[src/rtl/regfile_writeback_port_if.sv]
// Mul/div result handshake into the writeback port: valid/ready with destination and value.
interface regfile_writeback_port_if #(
  parameter int DATA_W = 32
);
  logic              md_valid;
  logic              md_ready;
  logic [4:0]        md_dest;
  logic [DATA_W-1:0] md_result;

  modport master (output md_valid, output md_dest, output md_result, input md_ready);
  modport slave  (input md_valid, input md_dest, input md_result, output md_ready);
endinterface

[src/rtl/regfile_writeback_port.sv]
// MEM/WB writeback driver: pipeline results win the register-file write port, mul/div results queue in a FIFO.
// Optional retire counter on output retire_count is built when WB_RETIRE_CNT_EN is defined.
module regfile_writeback_port #(
  parameter int MD_FIFO_DEPTH = 2,
  parameter int DATA_W        = 32
) (
  input  logic              clk,
  input  logic              rst_n,
  input  logic              mem_valid,
  input  logic              mem_reg_write,
  input  logic              mem_to_reg,
  input  logic [4:0]        mem_dest,
  input  logic [DATA_W-1:0] mem_alu_result,
  input  logic [DATA_W-1:0] mem_load_data,
  input  logic [1:0]        mem_load_size,
  input  logic              mem_load_unsigned,
  regfile_writeback_port_if.slave md,
  output logic              md_pending,
  input  logic [4:0]        id_rs_address,
  input  logic [4:0]        id_rt_address,
  output logic [4:0]        dest_address,
  output logic [DATA_W-1:0] writeBack_data,
  output logic              reg_write,
  output logic              fwd_rs_hit,
  output logic              fwd_rt_hit
`ifdef WB_RETIRE_CNT_EN
  ,
  output logic [31:0]       retire_count
`endif
);

  localparam int PTR_W = (MD_FIFO_DEPTH > 1) ? $clog2(MD_FIFO_DEPTH) : 1;
  localparam int CNT_W = PTR_W + 1;
  localparam logic [CNT_W-1:0] DEPTH_C = CNT_W'(MD_FIFO_DEPTH);

  logic [4:0]        fifo_dest [MD_FIFO_DEPTH];
  logic [DATA_W-1:0] fifo_data [MD_FIFO_DEPTH];
  logic [PTR_W-1:0]  wr_ptr_reg;
  logic [PTR_W-1:0]  rd_ptr_reg;
  logic [CNT_W-1:0]  count_reg;
  logic [CNT_W-1:0]  count_next;
  logic              md_ready_reg;

  logic              reg_write_reg;
  logic              reg_write_next;
  logic [4:0]        dest_reg;
  logic [4:0]        dest_next;
  logic [DATA_W-1:0] data_reg;
  logic [DATA_W-1:0] data_next;

  logic [7:0]        byte_lane [4];
  logic [7:0]        sel_byte;
  logic [15:0]       sel_half;
  logic [DATA_W-1:0] load_fmt;

  logic              pipe_commit;
  logic              fifo_pop;
  logic              fifo_push;

  // Little-endian byte lanes of the loaded word
  genvar gi;
  generate
    for (gi = 0; gi < 4; gi++) begin : g_lane
      assign byte_lane[gi] = mem_load_data[8*gi +: 8];
    end
  endgenerate

  assign sel_byte = byte_lane[mem_alu_result[1:0]];
  assign sel_half = mem_alu_result[1] ? mem_load_data[31:16] : mem_load_data[15:0];

  always_comb begin
    load_fmt = mem_load_data;
    case (mem_load_size)
      2'b01: load_fmt = mem_load_unsigned ? {{(DATA_W-16){1'b0}}, sel_half}
                                          : {{(DATA_W-16){sel_half[15]}}, sel_half};
      2'b10: load_fmt = mem_load_unsigned ? {{(DATA_W-8){1'b0}}, sel_byte}
                                          : {{(DATA_W-8){sel_byte[7]}}, sel_byte};
      default: load_fmt = mem_load_data;
    endcase
  end

  assign pipe_commit = mem_valid & mem_reg_write & (mem_dest != 5'd0);
  assign fifo_pop    = ~pipe_commit & (count_reg != '0);
  // Writes to $0 complete the handshake but never occupy a slot
  assign fifo_push   = md.md_valid & md_ready_reg & (md.md_dest != 5'd0);

  always_comb begin
    reg_write_next = 1'b0;
    dest_next      = dest_reg;
    data_next      = data_reg;
    if (pipe_commit) begin
      reg_write_next = 1'b1;
      dest_next      = mem_dest;
      data_next      = mem_to_reg ? load_fmt : mem_alu_result;
    end else if (fifo_pop) begin
      reg_write_next = 1'b1;
      dest_next      = fifo_dest[rd_ptr_reg];
      data_next      = fifo_data[rd_ptr_reg];
    end
  end

  always_comb begin
    case ({fifo_push, fifo_pop})
      2'b10:   count_next = count_reg + CNT_W'(1);
      2'b01:   count_next = count_reg - CNT_W'(1);
      default: count_next = count_reg;
    endcase
  end

  always_ff @(posedge clk) begin
    if (fifo_push) begin
      fifo_dest[wr_ptr_reg] <= md.md_dest;
      fifo_data[wr_ptr_reg] <= md.md_result;
    end
  end

  always_ff @(posedge clk or negedge rst_n) begin
    if (!rst_n) begin
      reg_write_reg <= 1'b0;
      dest_reg      <= 5'd0;
      data_reg      <= '0;
      wr_ptr_reg    <= '0;
      rd_ptr_reg    <= '0;
      count_reg     <= '0;
      md_ready_reg  <= 1'b0;
    end else begin
      reg_write_reg <= reg_write_next;
      dest_reg      <= dest_next;
      data_reg      <= data_next;
      count_reg     <= count_next;
      // Ready tracks the registered count only, so a pop never opens a slot in the same cycle
      md_ready_reg  <= (count_next < DEPTH_C);
      if (fifo_push) begin
        wr_ptr_reg <= wr_ptr_reg + PTR_W'(1);
      end
      if (fifo_pop) begin
        rd_ptr_reg <= rd_ptr_reg + PTR_W'(1);
      end
    end
  end

`ifdef WB_RETIRE_CNT_EN
  logic [31:0] retire_count_reg;

  always_ff @(posedge clk or negedge rst_n) begin
    if (!rst_n) begin
      retire_count_reg <= 32'd0;
    end else if (reg_write_next) begin
      retire_count_reg <= retire_count_reg + 32'd1;
    end
  end

  assign retire_count = retire_count_reg;
`endif

  assign md.md_ready      = md_ready_reg;
  assign md_pending       = (count_reg != '0);
  assign reg_write        = reg_write_reg;
  assign dest_address     = dest_reg;
  assign writeBack_data   = data_reg;

  // ID reads the old value on the write negedge, so the write in flight is forwarded
  assign fwd_rs_hit = reg_write_reg & (dest_reg == id_rs_address) & (id_rs_address != 5'd0);
  assign fwd_rt_hit = reg_write_reg & (dest_reg == id_rt_address) & (id_rt_address != 5'd0);

endmodule
[src/flat_wrapper.sv]
// flat-port wrapper written by rule: the top's interface ports become plain ports
module regfile_writeback_port_flat 
#(
  parameter int MD_FIFO_DEPTH = 2,
  parameter int DATA_W        = 32
)
  (clk, rst_n, mem_valid, mem_reg_write, mem_to_reg, mem_dest, mem_alu_result, mem_load_data, mem_load_size, mem_load_unsigned, md_pending, id_rs_address, id_rt_address, dest_address, writeBack_data, reg_write, fwd_rs_hit, fwd_rt_hit, md_md_valid, md_md_dest, md_md_result, md_md_ready);
  regfile_writeback_port_if #(.DATA_W(DATA_W)) md_i ();
  input  logic clk;
  input  logic rst_n;
  input  logic mem_valid;
  input  logic mem_reg_write;
  input  logic mem_to_reg;
  input  logic [4:0] mem_dest;
  input  logic [DATA_W-1:0] mem_alu_result;
  input  logic [DATA_W-1:0] mem_load_data;
  input  logic [1:0] mem_load_size;
  input  logic mem_load_unsigned;
  output logic md_pending;
  input  logic [4:0] id_rs_address;
  input  logic [4:0] id_rt_address;
  output logic [4:0] dest_address;
  output logic [DATA_W-1:0] writeBack_data;
  output logic reg_write;
  output logic fwd_rs_hit;
  output logic fwd_rt_hit;
  input wire logic [$bits(md_i.md_valid)-1:0] md_md_valid;
  input wire logic [$bits(md_i.md_dest)-1:0] md_md_dest;
  input wire logic [$bits(md_i.md_result)-1:0] md_md_result;
  output wire logic [$bits(md_i.md_ready)-1:0] md_md_ready;
  assign md_i.md_valid = md_md_valid;
  assign md_i.md_dest = md_md_dest;
  assign md_i.md_result = md_md_result;
  assign md_md_ready = md_i.md_ready;
  regfile_writeback_port #(.MD_FIFO_DEPTH(MD_FIFO_DEPTH), .DATA_W(DATA_W)) u_core (.clk(clk), .rst_n(rst_n), .mem_valid(mem_valid), .mem_reg_write(mem_reg_write), .mem_to_reg(mem_to_reg), .mem_dest(mem_dest), .mem_alu_result(mem_alu_result), .mem_load_data(mem_load_data), .mem_load_size(mem_load_size), .mem_load_unsigned(mem_load_unsigned), .md(md_i), .md_pending(md_pending), .id_rs_address(id_rs_address), .id_rt_address(id_rt_address), .dest_address(dest_address), .writeBack_data(writeBack_data), .reg_write(reg_write), .fwd_rs_hit(fwd_rs_hit), .fwd_rt_hit(fwd_rt_hit));
endmodule
[config.mk]
export PLATFORM = sky130hd
export DESIGN_NAME = regfile_writeback_port_flat
export DESIGN_NICKNAME = d
export VERILOG_FILES = /design/src/rtl/regfile_writeback_port_if.sv /design/src/rtl/regfile_writeback_port.sv /design/src/flat_wrapper.sv
export SDC_FILE = /design/constraint.sdc
export NUM_CORES = 1
export LEC_CHECK = 0
export BUFFER_PORTS_ARGS = -buffer_cell sky130_fd_sc_hd__buf_2
export CAP_MARGIN = 5
export CORE_MARGIN = 2
export CORE_UTILIZATION = 50
export DETAILED_ROUTE_END_ITERATION = 6
export GPL_ROUTABILITY_DRIVEN = 0
export HOLD_SLACK_MARGIN = 0.06
export PLACE_DENSITY = 0.8
export SKIP_CTS_REPAIR_TIMING = 1
export SLEW_MARGIN = 40
export SYNTH_ARGS = -nofsm -noshare
export SYNTH_HDL_FRONTEND = slang
export SYNTH_SLANG_ARGS = --single-unit
[constraint.sdc]
create_clock -name clk -period 3.6 [get_ports clk]
set_input_delay 0.18 -clock clk [delete_from_list [all_inputs] [get_ports clk]]
set_output_delay 0.18 -clock clk [all_outputs]
set_load 0.01 [all_outputs]
# Word-level counts from Yosys, hierarchy flattened
# Memory sizes are Yosys's and may differ from the RTL's.
# Index checks and enable logic that the tools add are counted.
# W data, S select, Z words.
classes:
  add_sub_neg: 4
  order_cmp: 2
  eq_ne: 6
  n_mux: 17
  bitwise_logic: 11
  reduce_logical: 6
op_table:
  columns: ["op", "count"]
  rows:
  - ["$mux W32", 5]
  - ["$pmux W32 S2", 1]
  - ["$reduce_bool A5 Y1", 4]
  - ["$bmux W8 S2", 1]
  - ["$mux W16", 1]
  - ["$mux W8", 2]
  - ["$eq A5 B5 Y1", 2]
  - ["$mux W5", 2]
  - ["$and A1 B1 Y1", 9]
  - ["$eq A2 B1 Y1 const B", 2]
  - ["$eq A2 B2 Y1 const B", 2]
  - ["$mux W1", 4]
  - ["$pmux W2 S2", 1]
  - ["$reduce_bool A2 Y1", 2]
  - ["$ge A3 B3 Y1 const B", 1]
  - ["$not A2 Y3", 1]
  - ["$add A1 B1 Y1 const B", 2]
  - ["$add A2 B1 Y2 const B", 1]
  - ["$lt A2 B2 Y1 const B", 1]
  - ["$sub A2 B1 Y2 const B", 1]
  - ["$not A1 Y1", 1]
totals:
  reg_bits: 43
  ramBits: 74
  word_cells: 55
  memories: 2
memory_table:
  columns: ["memory", "words", "word_bits", "read_ports", "rd_clocked_by_memory_dff", "wr", "line", "rtl"]
  rows:
  - ["u_core.fifo_data", 2, 32, 1, 0, 1, "regfile_writeback_port.sv:37", "logic [DATA_W-1:0] fifo_data [MD_FIFO_DEPTH];"]
  - ["u_core.fifo_dest", 2, 5, 1, 0, 1, "regfile_writeback_port.sv:36", "logic [4:0] fifo_dest [MD_FIFO_DEPTH];"]

# Logic depth before layout (Yosys ltp)
# Gate-level depths: netlist of the first run.
depth:
  depth_word: 8
  ltp_mapped: 9
  ltp_nobuf: 8

# Worst setup path after synthesis of the first run
# Ideal clock, no wire load.
synth_path:
  kind: "reg-to-reg"
  from: "reg u_core.md_ready_reg (netlist: u_core.md.md_ready)"
  to: "mem u_core.fifo_data[0][0], enable pin"
  setup_time_ns: 0.431
  t_arrival_ns: 2.151
  path_slack_ns: 1.018
  path_stages_with_launch: 3
  n_path_buf: 0
  period_less_slack_ns: 2.582
  path_cell_list: "dfrtp_1 o211ai_1 nor2_1"
synth_via:
  elab_chain_cells: 4
synth_lines:
  columns: ["element", "line", "rtl"]
  rows:
  - ["from (decl)", "regfile_writeback_port.sv:42", "logic md_ready_reg;"]
  - ["from (signal assigned)", "regfile_writeback_port.sv:132", "md_ready_reg <= (count_next < DEPTH_C);"]
  - ["$and A1 B1 Y1 (2 in a row)", "regfile_writeback_port.sv:85", "assign fifo_push = md.md_valid & md_ready_reg & (md.md_dest != 5'd0);"]
  - ["$mux W1", "regfile_writeback_port.sv:111", "if (fifo_push) begin"]
  - ["$mux W1 (not written as such)", "regfile_writeback_port.sv:113", "fifo_data[wr_ptr_reg] <= md.md_result;"]
  - ["to (decl)", "regfile_writeback_port.sv:37", null]
# No other way between the ends.

# Final worst setup path of the first run
layout_path:
  from: "in mem_dest[1]"
  to: "reg u_core.md_ready_reg (netlist: u_core.md.md_ready)"
layout_via:
  elab_chain_cells: 7
  word_cells_on_any_way: 8
  classes_between: "1 x order compare; 2 x eq/ne; 1 x mux; 3 x bitwise; 1 x reduce/logical"
layout_lines:
  columns: ["element", "line", "rtl"]
  rows:
  - ["from (decl)", "flat_wrapper.sv:14", "input logic [4:0] mem_dest;"]
  - ["$reduce_bool A5 Y1 (*)", "regfile_writeback_port.sv:82", "assign pipe_commit = mem_valid & mem_reg_write & (mem_dest != 5'd0);"]
  - ["$and A1 B1 Y1 (*)", "regfile_writeback_port.sv:82", null]
  - ["$not A1 Y1 (*)", "regfile_writeback_port.sv:83", "assign fifo_pop = ~pipe_commit & (count_reg != '0);"]
  - ["$and A1 B1 Y1 (*)", "regfile_writeback_port.sv:83", null]
  - ["named net u_core.fifo_pop", "regfile_writeback_port.sv:57", "logic fifo_pop;"]
  - ["$eq A2 B1 Y1 / $eq A2 B2 Y1 (equally long branches)", "regfile_writeback_port.sv:103", "case ({fifo_push, fifo_pop})"]
  - ["$pmux W2 S2 (*)", "regfile_writeback_port.sv:103", null]
  - ["$lt A2 B2 Y1 (*)", "regfile_writeback_port.sv:132", null]
# Mark *: on every way through the listed nets, which the timed path passes. The rest lies on a longest branch.
# A chain may end at the register's enable or synchronous reset.

==> results of run 1 <==
-- power by group --
| group | total [mW] | internal, mW | switching (mW) |
|---|---|---|---|
| Combinational | 1.76 | 0.778 | 0.983 |
| Clock | 1.53 | 0.949 | 0.577 |
| Sequential | 2.15 | 1.85 | 0.296 |
-- cells by family (layout without fill, tap and decap cells) --
kind of cell,Yosys count,count (layout),share of synthesized area
AND/OR/NAND/NOR,131,131,0.102
flip-flops,117,117,0.570
AO/OA/AOI/OAI,138,138,0.171
multiplexers,47,47,0.0857
adder cells (fa/ha/maj),3,3,0.00649
XOR/XNOR,13,13,0.0197
buffers and inverters,60,274,0.0446
-- critical path, stage by stage --
cell,delay [ns]
dlygate4sd3_1,0.53
buf_2,0.14
or4_4,0.55
o211a_2,0.26
buf_4,0.29
nor2_2,0.21
ha_1,0.27
nor2_1,0.14
xor2_1,0.20
inv_1,0.07
-- how the worst min path moves through the flow --
stage	to	depth (start not counted)
6_report	u_core.writeBack_data[13]	3
5_1_grt	u_core.writeBack_data[13]	3
4_1_cts	u_core.writeBack_data[27]	1
3_5_place_dp	u_core.writeBack_data[24]	1
3_3_place_gp	u_core.fifo_data[0][28]	1
2_1_floorplan	asynchronous set/reset pin	0
-- layout by cell type (no fill, tap or decap), types with 29 or more instances in the layout --
master and count:
a21oi_1 36, buf_2 165, dfrtp_1 42, dlygate4sd3_1 47, edfxtp_1 74, mux2i_1 36, nand2_1 45, nand3_1 33
nor2_1 29, o211ai_1 32
-- area by class of cell --
class / instances / share of cell area
Sequential cell: 117 / 0.426
Multi-Input combinational cell: 332 / 0.292
Timing Repair Buffer: 220 / 0.180
Clock buffer: 20 / 0.0576
Tap cell: 143 / 0.0231
Clock inverter: 12 / 0.0113
Inverter: 22 / 0.0107
-- metal layers --
layer	up-vias	wire length, µm	global-route usage
met4	0	186	0.0691
met2	255	7810	0.418
li1	2313	-	-
met3	19	1360	0.0762
met1	2409	6530	0.319
met5	-	0	0
-- through the flow --
| step | power [mW] | utilization |
|---|---|---|
| floorplan | 3.21 | - |
| global placement | 3.78 | 0.587 |
| detailed placement | 3.89 | 0.593 |
| CTS | 5.42 | 0.640 |
| global route | 5.72 | 0.682 |
| finish | 5.43 | 0.682 |
==> run summary, run 1 <==
Status - finished clean
Number of synthesized flops with an enable pin - 74
Number of CTS-inserted buffers - 17
Reg-to-Reg Start - u_core.count_reg[0]
Core Area - 11400 µm²
Area of the multi-input gates - 2260 µm²
Setup CP Type - input pin to flip-flop
Pwr Density - 701 nW/µm²
Mapped cell area - 5780 µm²
Post-synth top area cell - edfxtp_1
Worst reg2reg path depth - 7
Gr ovfl total - 0
PortBufs - 166
Vias in the first global route - 4628
# diodes - 0
Hold wc startpoint - mem_alu_result[13]
Antenna Nets Post-Route - 0
Top cells by area, synth - edfxtp_1 (38%), dfrtp_1 (19%), mux2i_1 (6.2%)
Top reg by flops - u_core.fifo_data
R2R Path End - u_core.md.md_ready
Critical Path Sink - u_core.md.md_ready
Longest Clk Path Bufs - 2
Critical path startpoint category - input pin
Vias per cell - 5.77
Worst Path Required - 3.89 ns
Initial core utilization - 0.509
Setup violators final - 0
DR WL/cell - 18.3 µm
Worst setup startpoint - mem_dest[1]
Placed cells - 787
Syn_nets - 637
Final Cycle Share - 0.722
Design Area, Final - 7750 µm²
Antenna violations before repair - 0
Die X - 112 µm
Worst slew pin tran - 0.733 ns
Most frequent cell after synthesis - edfxtp_1
Die area - 12400 µm²
Post-synthesis cell type count - 48
Placed cell area - 6740 µm²
Crit-path max FO - 57
Slew headroom - 0.511
CTS Root Cell - clkbuf_16
Register area share after synthesis - 0.570
RSZ-0062 raised after global routing - false
Die height - 112 µm
Post-Layout Cell Count - 866
Syn Inst Count - 509
Clock slew at reported path FFs - 0.05 ns
# H-tree levels - 4
Rows - 39
FILL cells - 857
Synthesized flop and latch total - 117
Initial DRT Pass Iterations - 7
Nets - 838
CP Capture Type - flip-flop
Min-delay worst type - input pin to flip-flop
Synthesized area per cell - 11.4 µm²
IR drop worst, VDD - 0.384 mV
DR DRC count - 0
Io pins - 167
Minimum clock period - 2.60 ns
Static leakage - 3.26 nW
Worst setup slack after layout - 1.00 ns
Vias - 4996
CTS tree - yes
Max-Cap Viols - 0
Max reg flops - 64
Worst R2R Setup Slack - 1.65 ns
Async S/R FF share, synth - 0.368
Worst-skew pair later-pin latency - 0.41 ns
P&R area growth vs syn - 34.1%
WP data arrival - 2.89 ns
Area fraction of the dominant cell type after synthesis - 0.384
Peak Freq - 0.385 GHz
Detailed Route WL - 15900 µm
Post-synth top cells - edfxtp_1 (74), nand2_1 (45), dfrtp_1 (43)
Largest net degree at the start of global routing - 58
Initial DRC Count - 440
Clock Skews - 0.00655 ns
Setup TNS - 0 ns
Primary FF master, synth - edfxtp_1
Final Hold Viols - 0
Layout cells sized above 1 - 0.325
Fin Hold WS - 0.0266 ns
Global-route wire length before repair - 24100 µm
Worst slack, placed - 1.19 ns
CTS sink cnt - 117
Register area - 3300 µm²
Yosys warns - 0
Total track usage - 0.250
Post-DP HPWL - 11100 µm
Final Max Slew Viols - 0
No activity file was read; power rests on OpenSTA's default activity.
==> inputs of run 2 (changes only) <==
==> constraint.sdc (replaced) <==
create_clock -name clk -period 2.67 [get_ports clk]
set_input_delay 0.1335 -clock clk [delete_from_list [all_inputs] [get_ports clk]]
set_output_delay 0.1335 -clock clk [all_outputs]
set_load 0.01 [all_outputs]
==> run 2 against run 1 <==
Final area increased by 2.0%. Hold slack got worse by 0.0053 ns. Global-route usage increased by 0.87 points. Critical endpoint unchanged. Combinational power increased by 40%. Critical path type unchanged. Flip-flop and latch count unchanged. Register-to-register slack got worse by 0.83 ns.
==> run summary, run 2 (synthesis gave the netlist of run 1 again) <==
Status - finished clean
Max-Cap Viols - 0 (unchanged)
Vias per cell - 5.69 (-1.3%)
Fin Hold WS - 0.0213 ns (-0.00530 ns)
Die area - 12400 µm² (unchanged)
Max reg flops - 64 (unchanged)
PortBufs - 166 (unchanged)
CP Capture Type - flip-flop
RSZ-0062 raised after global routing - false
Worst reg2reg path depth - 5 (-2)
DR DRC count - 0 (unchanged)
Worst Path Required - 2.97 ns (-0.92 ns)
Peak Freq - 0.455 GHz
Antenna Nets Post-Route - 0 (unchanged)
R2R Path End - u_core.writeBack_data[15]
Top reg by flops - u_core.fifo_data
Slew headroom - 0.522 (+0.0110)
Placed cells - 791 (+0.51%)
Setup CP Type - input pin to flip-flop
Global-route wire length before repair - 24800 µm (+3.2%)
# H-tree levels - 4 (unchanged)
Min-delay worst type - input pin to flip-flop
Initial DRT Pass Iterations - 5 (-2)
Minimum clock period - 2.20 ns
CTS tree - yes
Gr ovfl total - 0 (unchanged)
Initial core utilization - 0.509 (unchanged)
Final Cycle Share - 0.823
FILL cells - 858 (+0.12%)
Die X - 112 µm (unchanged)
Layout cells sized above 1 - 0.318 (-0.00655)
Total track usage - 0.259 (+0.00872)
Final Max Slew Viols - 0 (unchanged)
IR drop worst, VDD - 0.722 mV (+88%)
Worst slack, placed - 0.606 ns (-0.583 ns)
# diodes - 0 (unchanged)
Leading cell type in the layout, fill and taps excluded - buf_2
Worst slew pin tran - 0.717 ns (-0.0164 ns)
Vias - 5031 (+0.70%)
Number of CTS-inserted buffers - 17 (unchanged)
Sw frac - 0.334 (-0.00738)
Clock power frac - 0.288 (+0.007)
Worst R2R Setup Slack - 0.82 ns (-0.83 ns)
Internal power - 4.95 mW (+38%)
Detailed Route WL - 16500 µm (+3.5%)
Core Area - 11400 µm² (unchanged)
Final Hold Viols - 0 (unchanged)
Setup TNS - 0 ns (unchanged)
Clock Skews - 0.0109 ns (+0.00435 ns)
Worst-skew pair later-pin latency - 0.42 ns (about the same)
Crit-path max FO - 3 (-95%)
Clock slew at reported path FFs - 0.05 ns (about the same)
Post-DP HPWL - 11100 µm (about the same)
Rows - 39 (unchanged)
Hold wc startpoint - mem_alu_result[3]
Pwr Density - 940 nW/µm² (+34%)
P&R area growth vs syn - 36.8%
Io pins - 167 (unchanged)
Longest Clk Path Bufs - 2 (unchanged)
Combinational power share - 0.330 (+0.006)
Largest net degree at the start of global routing - 57 (-1.7%)
Initial DRC Count - 430 (-2.3%)
Setup violators final - 0 (unchanged)
Vias in the first global route - 4844 (+4.7%)
WP data arrival - 2.50 ns (-0.39 ns)
WHS Path Cells - 3 (unchanged)
Worst Hold End - u_core.writeBack_data[3]
Static leakage - 3.34 nW (+2.5%)
CTS Root Cell - clkbuf_16
CTS sink cnt - 117 (unchanged)
Die height - 112 µm (unchanged)
Nets - 856 (+2.1%)
Antenna violations before repair - 1 (+1)
Worst setup slack after layout - 0.473 ns (-0.529 ns)
Net load switching power - 2.48 mW (+34%)
Sequential share of power - 0.382 (-0.013)
Most frequent cells in the layout - buf_2 (165), edfxtp_1 (74), dlygate4sd3_1 (61)
DR WL/cell - 18.6 µm (+1.4%)
Post-Layout Cell Count - 884 (+2.1%)
Critical path startpoint category - input pin
==> run 2: cell count changes in the layout (fill, tap and decap cells not counted), sizes merged <==
cell | previous run | this run
clkbuf | 20 | 26
dlygate4sd3 | 47 | 61
buf | 173 | 177
clkinv | 8 | 4
clkinvlp | 3 | 0
bufinv | 1 | 2
==> run 2: area by class of cell <==
cell class                 instances  area, µm²  area share
multi-input combinational        332       2250       0.284
inverter                          22       82.6      0.0104
timing repair buffer             238       1550       0.196
clock inverter                     6       80.1      0.0101
sequential                       117       3300       0.417
clock buffer                      26        469      0.0593
tap                              143        179      0.0226
==> run 2: worst max-delay path: stages <==
cell           delay (ns)
dlygate4sd3_1        0.53
buf_2                0.13
or4_4                0.56
o211a_2              0.28
nor2_2               0.14
ha_1                 0.27
nor2_1               0.17
xor2_1               0.22
inv_1                0.07
==> run 2: stage by stage <==
stage	util	instance area [µm²]	power [mW]
2_1_floorplan	-	5780	4.33
3_3_place_gp	0.593	6750	5.13
3_5_place_dp	0.594	6750	5.25
4_1_cts	0.642	7300	7.41
5_1_grt	0.696	7910	7.86
6_report	0.696	7910	7.44
==> run 2: power groups by stage <==
stage	Combinational [mW]	Clock (mW)	Sequential, mW
2_1_floorplan	1.41	0	2.92
3_3_place_gp	2.30	0	2.83
3_5_place_dp	2.39	0	2.86
4_1_cts	2.41	2.17	2.83
5_1_grt	2.71	2.26	2.89
6_report	2.46	2.14	2.84
==> run 2: worst max path at each step <==
stage	startpoint	to	slack (ns)	depth (start not counted)
after CTS	flip-flop	md_pending	0.68	3
after global placement	mem_dest[2]	u_core.md.md_ready	0.70	8
after global routing	mem_dest[2]	u_core.md.md_ready	0.40	9
final	mem_dest[2]	u_core.md.md_ready	0.47	9
after detailed placement	mem_dest[2]	u_core.md.md_ready	0.61	8
after floorplan	u_core.md.md_ready	u_core.fifo_data[0][0]	0.09	2
==> run 2: routing by layer <==
layer,GRT usage,vias up,part of all wire
met4,0.0782,2,0.018
met1,0.330,2420,0.41
li1,-,2352,-
met5,0,-,0.00067
met3,0.0811,27,0.079
met2,0.428,230,0.50
